`src/rtl/frame_buffer_reader_if.sv`:
```
// Frame buffer read side bundle: buffer read port plus the VGA connector.
//   addr_out    - buffer read address (reader -> buffer)
//   data_in     - buffer read data, one clock after addr_out (buffer -> reader)
//   vga_rgb     - RGB332 pixel to the DAC
//   hsync/vsync - active-low sync pulses
//   de          - display enable, high on active pixels
//   frame_start - one-clock pulse aligned with output pixel (0,0)
// The master modport is the reader; the slave modport is the buffer/connector side.
interface frame_buffer_reader_if #(
  parameter int AW = 15,
  parameter int DW = 8
);
  logic [AW-1:0] addr_out;
  logic [DW-1:0] data_in;
  logic [DW-1:0] vga_rgb;
  logic          hsync;
  logic          vsync;
  logic          de;
  logic          frame_start;

  modport master (
    output addr_out, vga_rgb, hsync, vsync, de, frame_start,
    input  data_in
  );

  modport slave (
    input  addr_out, vga_rgb, hsync, vsync, de, frame_start,
    output data_in
  );
endinterface

```
`src/rtl/frame_buffer_reader.sv`:
```
// Read-side controller for the dual-port frame buffer.
// Generates VGA timing from the pixel clock, scans the stored image upscaled
// by pixel/line replication (2**SCALE_SH in both axes) and registers the
// returned pixel into the VGA output. Sync, enable and frame_start travel
// alongside the pixel so every output is registered and mutually aligned,
// three clocks after the counters reach the corresponding position.
// Ports:
//   clk - pixel clock, also clocks the buffer read port
//   rst - asynchronous reset, active-low
//   bus - frame_buffer_reader_if.master (buffer read port + VGA outputs)
module frame_buffer_reader #(
  parameter int AW       = 15,
  parameter int DW       = 8,
  parameter int IMG_W    = 160,
  parameter int IMG_H    = 120,
  parameter int SCALE_SH = 2,
  parameter int H_ACTIVE = 640,
  parameter int H_FP     = 16,
  parameter int H_SYNC   = 96,
  parameter int H_BP     = 48,
  parameter int V_ACTIVE = 480,
  parameter int V_FP     = 10,
  parameter int V_SYNC   = 2,
  parameter int V_BP     = 33
) (
  input  logic                   clk,
  input  logic                   rst,
  frame_buffer_reader_if.master  bus
);

  localparam int H_TOTAL = H_ACTIVE + H_FP + H_SYNC + H_BP;
  localparam int V_TOTAL = V_ACTIVE + V_FP + V_SYNC + V_BP;
  localparam int HW      = $clog2(H_TOTAL);
  localparam int VW      = $clog2(V_TOTAL);
  // Stored-image column/row index widths; indices outside the active area
  // may truncate but their address is forced to zero anyway.
  localparam int CW      = $clog2(IMG_W);
  localparam int RW      = $clog2(IMG_H);

  localparam logic [HW-1:0] H_MAX  = HW'(H_TOTAL - 1);
  localparam logic [HW-1:0] H_ACT  = HW'(H_ACTIVE);
  localparam logic [HW-1:0] H_SS   = HW'(H_ACTIVE + H_FP);
  localparam logic [HW-1:0] H_SE   = HW'(H_ACTIVE + H_FP + H_SYNC);
  localparam logic [VW-1:0] V_MAX  = VW'(V_TOTAL - 1);
  localparam logic [VW-1:0] V_ACT  = VW'(V_ACTIVE);
  localparam logic [VW-1:0] V_SS   = VW'(V_ACTIVE + V_FP);
  localparam logic [VW-1:0] V_SE   = VW'(V_ACTIVE + V_FP + V_SYNC);

  logic [HW-1:0] h_cnt_q, h_cnt_d;
  logic [VW-1:0] v_cnt_q, v_cnt_d;

  logic          act_p0, hs_p0, vs_p0, fs_p0;
  logic [CW-1:0] col_p0;
  logic [RW-1:0] row_p0;
  logic [AW-1:0] addr_p0;

  logic [AW-1:0] addr_p1_q, addr_p1_d;
  logic          act_p1_q, act_p1_d;
  logic          hs_p1_q, hs_p1_d;
  logic          vs_p1_q, vs_p1_d;
  logic          fs_p1_q, fs_p1_d;

  logic          act_p2_q, act_p2_d;
  logic          hs_p2_q, hs_p2_d;
  logic          vs_p2_q, vs_p2_d;
  logic          fs_p2_q, fs_p2_d;

  logic [DW-1:0] rgb_p3_q, rgb_p3_d;
  logic          de_p3_q, de_p3_d;
  logic          hsync_p3_q, hsync_p3_d;
  logic          vsync_p3_q, vsync_p3_d;
  logic          fs_p3_q, fs_p3_d;

  always_comb begin
    // Stage 0: raster counters and position decode
    h_cnt_d = h_cnt_q + HW'(1);
    v_cnt_d = v_cnt_q;
    if (h_cnt_q == H_MAX) begin
      h_cnt_d = '0;
      v_cnt_d = (v_cnt_q == V_MAX) ? '0 : v_cnt_q + VW'(1);
    end

    act_p0  = (h_cnt_q < H_ACT) && (v_cnt_q < V_ACT);
    hs_p0   = !((h_cnt_q >= H_SS) && (h_cnt_q < H_SE));
    vs_p0   = !((v_cnt_q >= V_SS) && (v_cnt_q < V_SE));
    fs_p0   = (h_cnt_q == '0) && (v_cnt_q == '0);
    col_p0  = CW'(h_cnt_q >> SCALE_SH);
    row_p0  = RW'(v_cnt_q >> SCALE_SH);
    // Dropping the low SCALE_SH bits is what replicates pixels and lines.
    addr_p0 = AW'(row_p0) * AW'(IMG_W) + AW'(col_p0);

    // Stage 1: buffer address issued, control copied
    addr_p1_d = act_p0 ? addr_p0 : '0;
    act_p1_d  = act_p0;
    hs_p1_d   = hs_p0;
    vs_p1_d   = vs_p0;
    fs_p1_d   = fs_p0;

    // Stage 2: buffer returns data_in; control delayed to match
    act_p2_d  = act_p1_q;
    hs_p2_d   = hs_p1_q;
    vs_p2_d   = vs_p1_q;
    fs_p2_d   = fs_p1_q;

    // Stage 3: registered VGA outputs; blanking never shows RAM contents
    rgb_p3_d   = act_p2_q ? bus.data_in : '0;
    de_p3_d    = act_p2_q;
    hsync_p3_d = hs_p2_q;
    vsync_p3_d = vs_p2_q;
    fs_p3_d    = fs_p2_q;
  end

  always_ff @(posedge clk or negedge rst) begin
    if (!rst) begin
      h_cnt_q    <= '0;
      v_cnt_q    <= '0;
      addr_p1_q  <= '0;
      act_p1_q   <= 1'b0;
      hs_p1_q    <= 1'b1;
      vs_p1_q    <= 1'b1;
      fs_p1_q    <= 1'b0;
      act_p2_q   <= 1'b0;
      hs_p2_q    <= 1'b1;
      vs_p2_q    <= 1'b1;
      fs_p2_q    <= 1'b0;
      rgb_p3_q   <= '0;
      de_p3_q    <= 1'b0;
      hsync_p3_q <= 1'b1;
      vsync_p3_q <= 1'b1;
      fs_p3_q    <= 1'b0;
    end else begin
      h_cnt_q    <= h_cnt_d;
      v_cnt_q    <= v_cnt_d;
      addr_p1_q  <= addr_p1_d;
      act_p1_q   <= act_p1_d;
      hs_p1_q    <= hs_p1_d;
      vs_p1_q    <= vs_p1_d;
      fs_p1_q    <= fs_p1_d;
      act_p2_q   <= act_p2_d;
      hs_p2_q    <= hs_p2_d;
      vs_p2_q    <= vs_p2_d;
      fs_p2_q    <= fs_p2_d;
      rgb_p3_q   <= rgb_p3_d;
      de_p3_q    <= de_p3_d;
      hsync_p3_q <= hsync_p3_d;
      vsync_p3_q <= vsync_p3_d;
      fs_p3_q    <= fs_p3_d;
    end
  end

  assign bus.addr_out    = addr_p1_q;
  assign bus.vga_rgb     = rgb_p3_q;
  assign bus.de          = de_p3_q;
  assign bus.hsync       = hsync_p3_q;
  assign bus.vsync       = vsync_p3_q;
  assign bus.frame_start = fs_p3_q;

endmodule
```
`src/flat_wrapper.sv`:
```
// flat-port wrapper written by rule: the top's interface ports become plain ports
module frame_buffer_reader_flat 
#(
  parameter int AW       = 15,
  parameter int DW       = 8,
  parameter int IMG_W    = 160,
  parameter int IMG_H    = 120,
  parameter int SCALE_SH = 2,
  parameter int H_ACTIVE = 640,
  parameter int H_FP     = 16,
  parameter int H_SYNC   = 96,
  parameter int H_BP     = 48,
  parameter int V_ACTIVE = 480,
  parameter int V_FP     = 10,
  parameter int V_SYNC   = 2,
  parameter int V_BP     = 33
)
  (clk, rst, bus_addr_out, bus_vga_rgb, bus_hsync, bus_vsync, bus_de, bus_frame_start, bus_data_in);
  frame_buffer_reader_if #(.AW(AW), .DW(DW)) bus_i ();
  input  logic clk;
  input  logic rst;
  output wire logic [$bits(bus_i.addr_out)-1:0] bus_addr_out;
  output wire logic [$bits(bus_i.vga_rgb)-1:0] bus_vga_rgb;
  output wire logic [$bits(bus_i.hsync)-1:0] bus_hsync;
  output wire logic [$bits(bus_i.vsync)-1:0] bus_vsync;
  output wire logic [$bits(bus_i.de)-1:0] bus_de;
  output wire logic [$bits(bus_i.frame_start)-1:0] bus_frame_start;
  input wire logic [$bits(bus_i.data_in)-1:0] bus_data_in;
  assign bus_addr_out = bus_i.addr_out;
  assign bus_vga_rgb = bus_i.vga_rgb;
  assign bus_hsync = bus_i.hsync;
  assign bus_vsync = bus_i.vsync;
  assign bus_de = bus_i.de;
  assign bus_frame_start = bus_i.frame_start;
  assign bus_i.data_in = bus_data_in;
  frame_buffer_reader #(.AW(AW), .DW(DW), .IMG_W(IMG_W), .IMG_H(IMG_H), .SCALE_SH(SCALE_SH), .H_ACTIVE(H_ACTIVE), .H_FP(H_FP), .H_SYNC(H_SYNC), .H_BP(H_BP), .V_ACTIVE(V_ACTIVE), .V_FP(V_FP), .V_SYNC(V_SYNC), .V_BP(V_BP)) u_core (.clk(clk), .rst(rst), .bus(bus_i));
endmodule
```
`config.mk`:
```
export PLATFORM = sky130hd
export DESIGN_NAME = frame_buffer_reader_flat
export DESIGN_NICKNAME = d
export VERILOG_FILES = /design/src/rtl/frame_buffer_reader_if.sv /design/src/rtl/frame_buffer_reader.sv /design/src/flat_wrapper.sv
export SDC_FILE = /design/constraint.sdc
export NUM_CORES = 1
export LEC_CHECK = 0
export ABC_AREA = 1
export BUFFER_PORTS_ARGS = -buffer_cell sky130_fd_sc_hd__buf_2
export CELL_PAD_IN_SITES_DETAIL_PLACEMENT = 1
export CELL_PAD_IN_SITES_GLOBAL_PLACEMENT = 2
export CORE_UTILIZATION = 38
export CTS_CLUSTER_DIAMETER = 50
export DETAILED_ROUTE_END_ITERATION = 7
export PLACE_DENSITY_LB_ADDON = 0.08
export SLEW_MARGIN = 25
export SYNTH_ARGS = -nofsm -noshare
export SYNTH_HDL_FRONTEND = slang
export SYNTH_SLANG_ARGS = --single-unit
```
`constraint.sdc`:
```
create_clock -name clk -period 4.3 [get_ports clk]
set_clock_uncertainty 0.1 [all_clocks]
set_input_delay 0.215 -clock clk [delete_from_list [all_inputs] [get_ports clk]]
set_output_delay 0.215 -clock clk [all_outputs]
set_load 0.01 [all_outputs]
```
==> summary.md <==
| Metric | Value |
|---|---|
| Status | complete, no violations |
| Fmax | 397 MHz |
| DRT iter0 DRCs | 64 |
| Avg Inst Size Synth | 9.32 um2 |
| Sequential-to-total area share from yosys stat | 0.493 |
| Hold path startpoint | u_core.act_p1_q |
| GR Util met2 | 0.289 |
| WHS | 259 ps |
| DRT Pass-1 Iters | 4 |
| PortBufs | 36 |
| Synthesized instance count | 301 |
| Die area | 7730 um2 |
| Distinct cells, synth | 34 |
| Global-route wire length before repair | 10400 um |
| CTS tree | done |
| Clock sinks | 55 |
| Num CTS Buffers | 5 |
| Number of global-route vias before repair | 2166 |
| Crit-path max FO | 6 |
| PostCTS Resize Cnt | 0 |
| Final GP Congestion | 0.777 |
| CP Launch Point | u_core.v_cnt_q[3] |
| Die H | 87.9 um |
| Relative slew slack | 0.540 |
| Post-Route WL | 5920 um |
| Via/cell ratio | 4.75 |
| Reg-to-reg setup timing slack | 1780 ps |
| Fin crit period | 2520 ps |
| Gr busiest metal | met2 |
| Grt ovf | 0 |
| Slew Viols, Final | 0 |
| Starting density of the core | 0.402 |
| Synth-to-layout area growth | 16.5% |
| Layout cells sized above 1 | 0.222 |
| Clock-pin slew on the worst setup and hold paths | 100 ps |
| Final period utilization | 0.585 |
| Hold Path Class | flip-flop to flip-flop |
| Clock Tree Buf Depth | 2 |
| GR Layer Usage met3 | 0.0349 |
| Gr usage total | 0.175 |
| Setup CP Type | flip-flop to flip-flop |
| Reg-to-reg startpoint | u_core.v_cnt_q[3] |
| DR WL/cell | 13.2 um |
| Met1 usage | 0.230 |
| Seq cells post-synth | 55 |
| Peak VDD IR | 0.110 mV |
| Crit start category | flip-flop |
| Final ANT Viol Nets | 0 |
| Hpwl dp | 4360 um |
| Core Region | 6980 um2 |
| Power density cells | 262 nW/um2 |
| Final cell utilization of the core | 0.468 |
| Placed inst area | 3080 um2 |
| Clock latency on the worst-skew pair | 320 ps |
| NumNets Final | 379 |
| Cell area after layout | 3270 um2 |
| Endpoint type of the worst setup path | flip-flop |
| Largest stage delay, worst path | 480 ps |
| Syn Nets | 330 |
| Site Rows | 30 |
| Initial antenna violation count | 0 |
| H-Tree Depth | 2 |
| # diodes | 0 |
| Synth warn | 0 |
| Clock root buffer master | clkbuf_8 |
| Static leakage | 1.73 nW |
| Max cap viols | 0 |
| Maximum number of pins on one net before global-route repair | 56 |
| Slew of the pin with the lowest slew margin | 690 ps |
| Worst endpoint data arrival time | 2660 ps |
| Final hold violations | 0 |
| Worst Path Required | 4450 ps |
| Setup_tns | 0 ps |
| Die Width | 87.9 um |
| Vias post-DR | 2122 |
| Postcts setup bufs | 0 |
| Worst-path cell chain | ha_1 -> ha_1 -> inv_1 -> fa_1 -> nor2_1 -> nand4_1 -> nand2_1 -> inv_1 -> nor2_1 -> nand3_1 -> a21oi_2 |
| # DRC | 0 |
| Cell Area, Synth | 2810 um2 |
| Pwr Total | 857 uW |
| Critical-path top delay cell | dfrtp_1 |
| # setup viols final | 0 |
| I/O pin count | 37 |
| Hold Buf Count CTS | 9 |
| RSZ-0062 raised after global routing | no |
-- power breakdown --
part	total (mW)	switching, mW	leakage, nW	internal, mW
clock	0.306	0.185	0.0467	0.121
sequential	0.522	0.000806	0.689	0.521
combinational	0.0298	0.0172	0.994	0.0127
-- placed cells by master, fill, tap and decap left out, types with 2 or more instances in the layout --
master / instances
xnor2_2: 2
nor4_1: 2
o21ai_0: 12
nand4_1: 10
nand3_1: 11
inv_2: 3
inv_1: 48
nand3_2: 3
clkbuf_8: 5
dfstp_2: 6
nor3_1: 6
nand3b_1: 3
dfrtp_1: 49
a21oi_2: 2
nand2_1: 57
buf_2: 36
xor2_1: 8
nor2_4: 4
dlygate4sd3_1: 9
nor2_1: 30
nor3_2: 3
ha_1: 17
nand2_2: 4
a21oi_1: 6
fa_1: 2
-- cells by family after synthesis --
| kind of cell | Yosys count | synth area share |
|---|---|---|
| XOR/XNOR | 10 | 0.0366 |
| AND/OR/NAND/NOR | 138 | 0.251 |
| flip-flops | 55 | 0.493 |
| adder cells (fa/ha/maj) | 19 | 0.0901 |
| buffers and inverters | 55 | 0.0794 |
| AO/OA/AOI/OAI | 24 | 0.0495 |
-- metrics by stage --
step                std cells  worst slack, ps
CTS                       447             1770
finish                    447             1780
global placement          430             1900
global route              447             1600
floorplan                 301             2010
detailed placement        430             1810
-- worst paths after layout --
check                                                to  cells past startpoint
worst max-delay path            u_core.bus.addr_out[14]                     11
worst min-delay path                    u_core.act_p2_q                      0
worst max register to register  u_core.bus.addr_out[14]                     11
worst min register to register          u_core.act_p2_q                      0
max in group asynchronous             u_core.v_cnt_q[6]                      3
min in group asynchronous       u_core.bus.addr_out[13]                      3
-- cells in the mapped netlist --
cell / n / area (um2)
o21ai_0: 12 / 60.1
fa_1: 2 / 40.0
nand3_2: 3 / 30.0
xnor2_2: 2 / 32.5
buf_2: 1 / 5.00
nand3b_2: 1 / 11.3
o211ai_1: 1 / 7.51
a31o_2: 1 / 8.76
o21a_1: 1 / 7.51
ha_1: 17 / 213
inv_1: 48 / 180
nor2_2: 1 / 6.26
buf_6: 2 / 22.5
nor2_1: 30 / 113
inv_2: 3 / 11.3
nand4_4: 1 / 21.3
nand2_1: 57 / 214
xor2_1: 8 / 70.1
nand4_1: 10 / 62.6
a21oi_2: 2 / 17.5
nand2_4: 1 / 11.3
nor4_1: 2 / 12.5
nor2_4: 4 / 45.0
o21bai_1: 1 / 7.51
dfrtp_1: 49 / 1230
a21oi_1: 6 / 30.0
nor3_2: 3 / 30.0
dfstp_2: 6 / 158
nand2_2: 4 / 25.0
nand3b_1: 3 / 22.5
clkbuf_1: 1 / 3.75
nor3_1: 6 / 30.0
nand3_1: 11 / 55.1
nor3_4: 1 / 16.3
-- per-layer routing --
metal / vias up / part of all wire
li1: 1052 / -
met3: 9 / 0.034
met5: - / 0
met2: 39 / 0.47
met4: 0 / 0.017
met1: 1022 / 0.47
-- area by class of cell --
type | instances | area (um2)
clock buffers | 5 | 68.8
well taps | 96 | 120
repair buffers | 46 | 278
clock inverters | 3 | 27.5
fillers | 847 | 3710
flip-flops and latches | 55 | 1380
inverters | 51 | 191
multi-input cells | 191 | 1200
-- worst max-delay path: cells and delay by family, from the launching register on --
family / cells / cell delay, ps
flip-flops: 1 / 480
AND/OR/NAND/NOR: 5 / 610
AO/OA/AOI/OAI: 1 / 120
buffers and inverters: 2 / 130
adder cells (fa/ha/maj): 3 / 1020
-- sequential cells by signal, summed over array words and instances (netlist names), 8 cells and up --
signal / count
u_core.v_cnt_q: 10
u_core.bus.vga_rgb: 8
u_core.h_cnt_q: 10
u_core.bus.addr_out: 15
No activity file was read; power rests on OpenSTA's default activity.
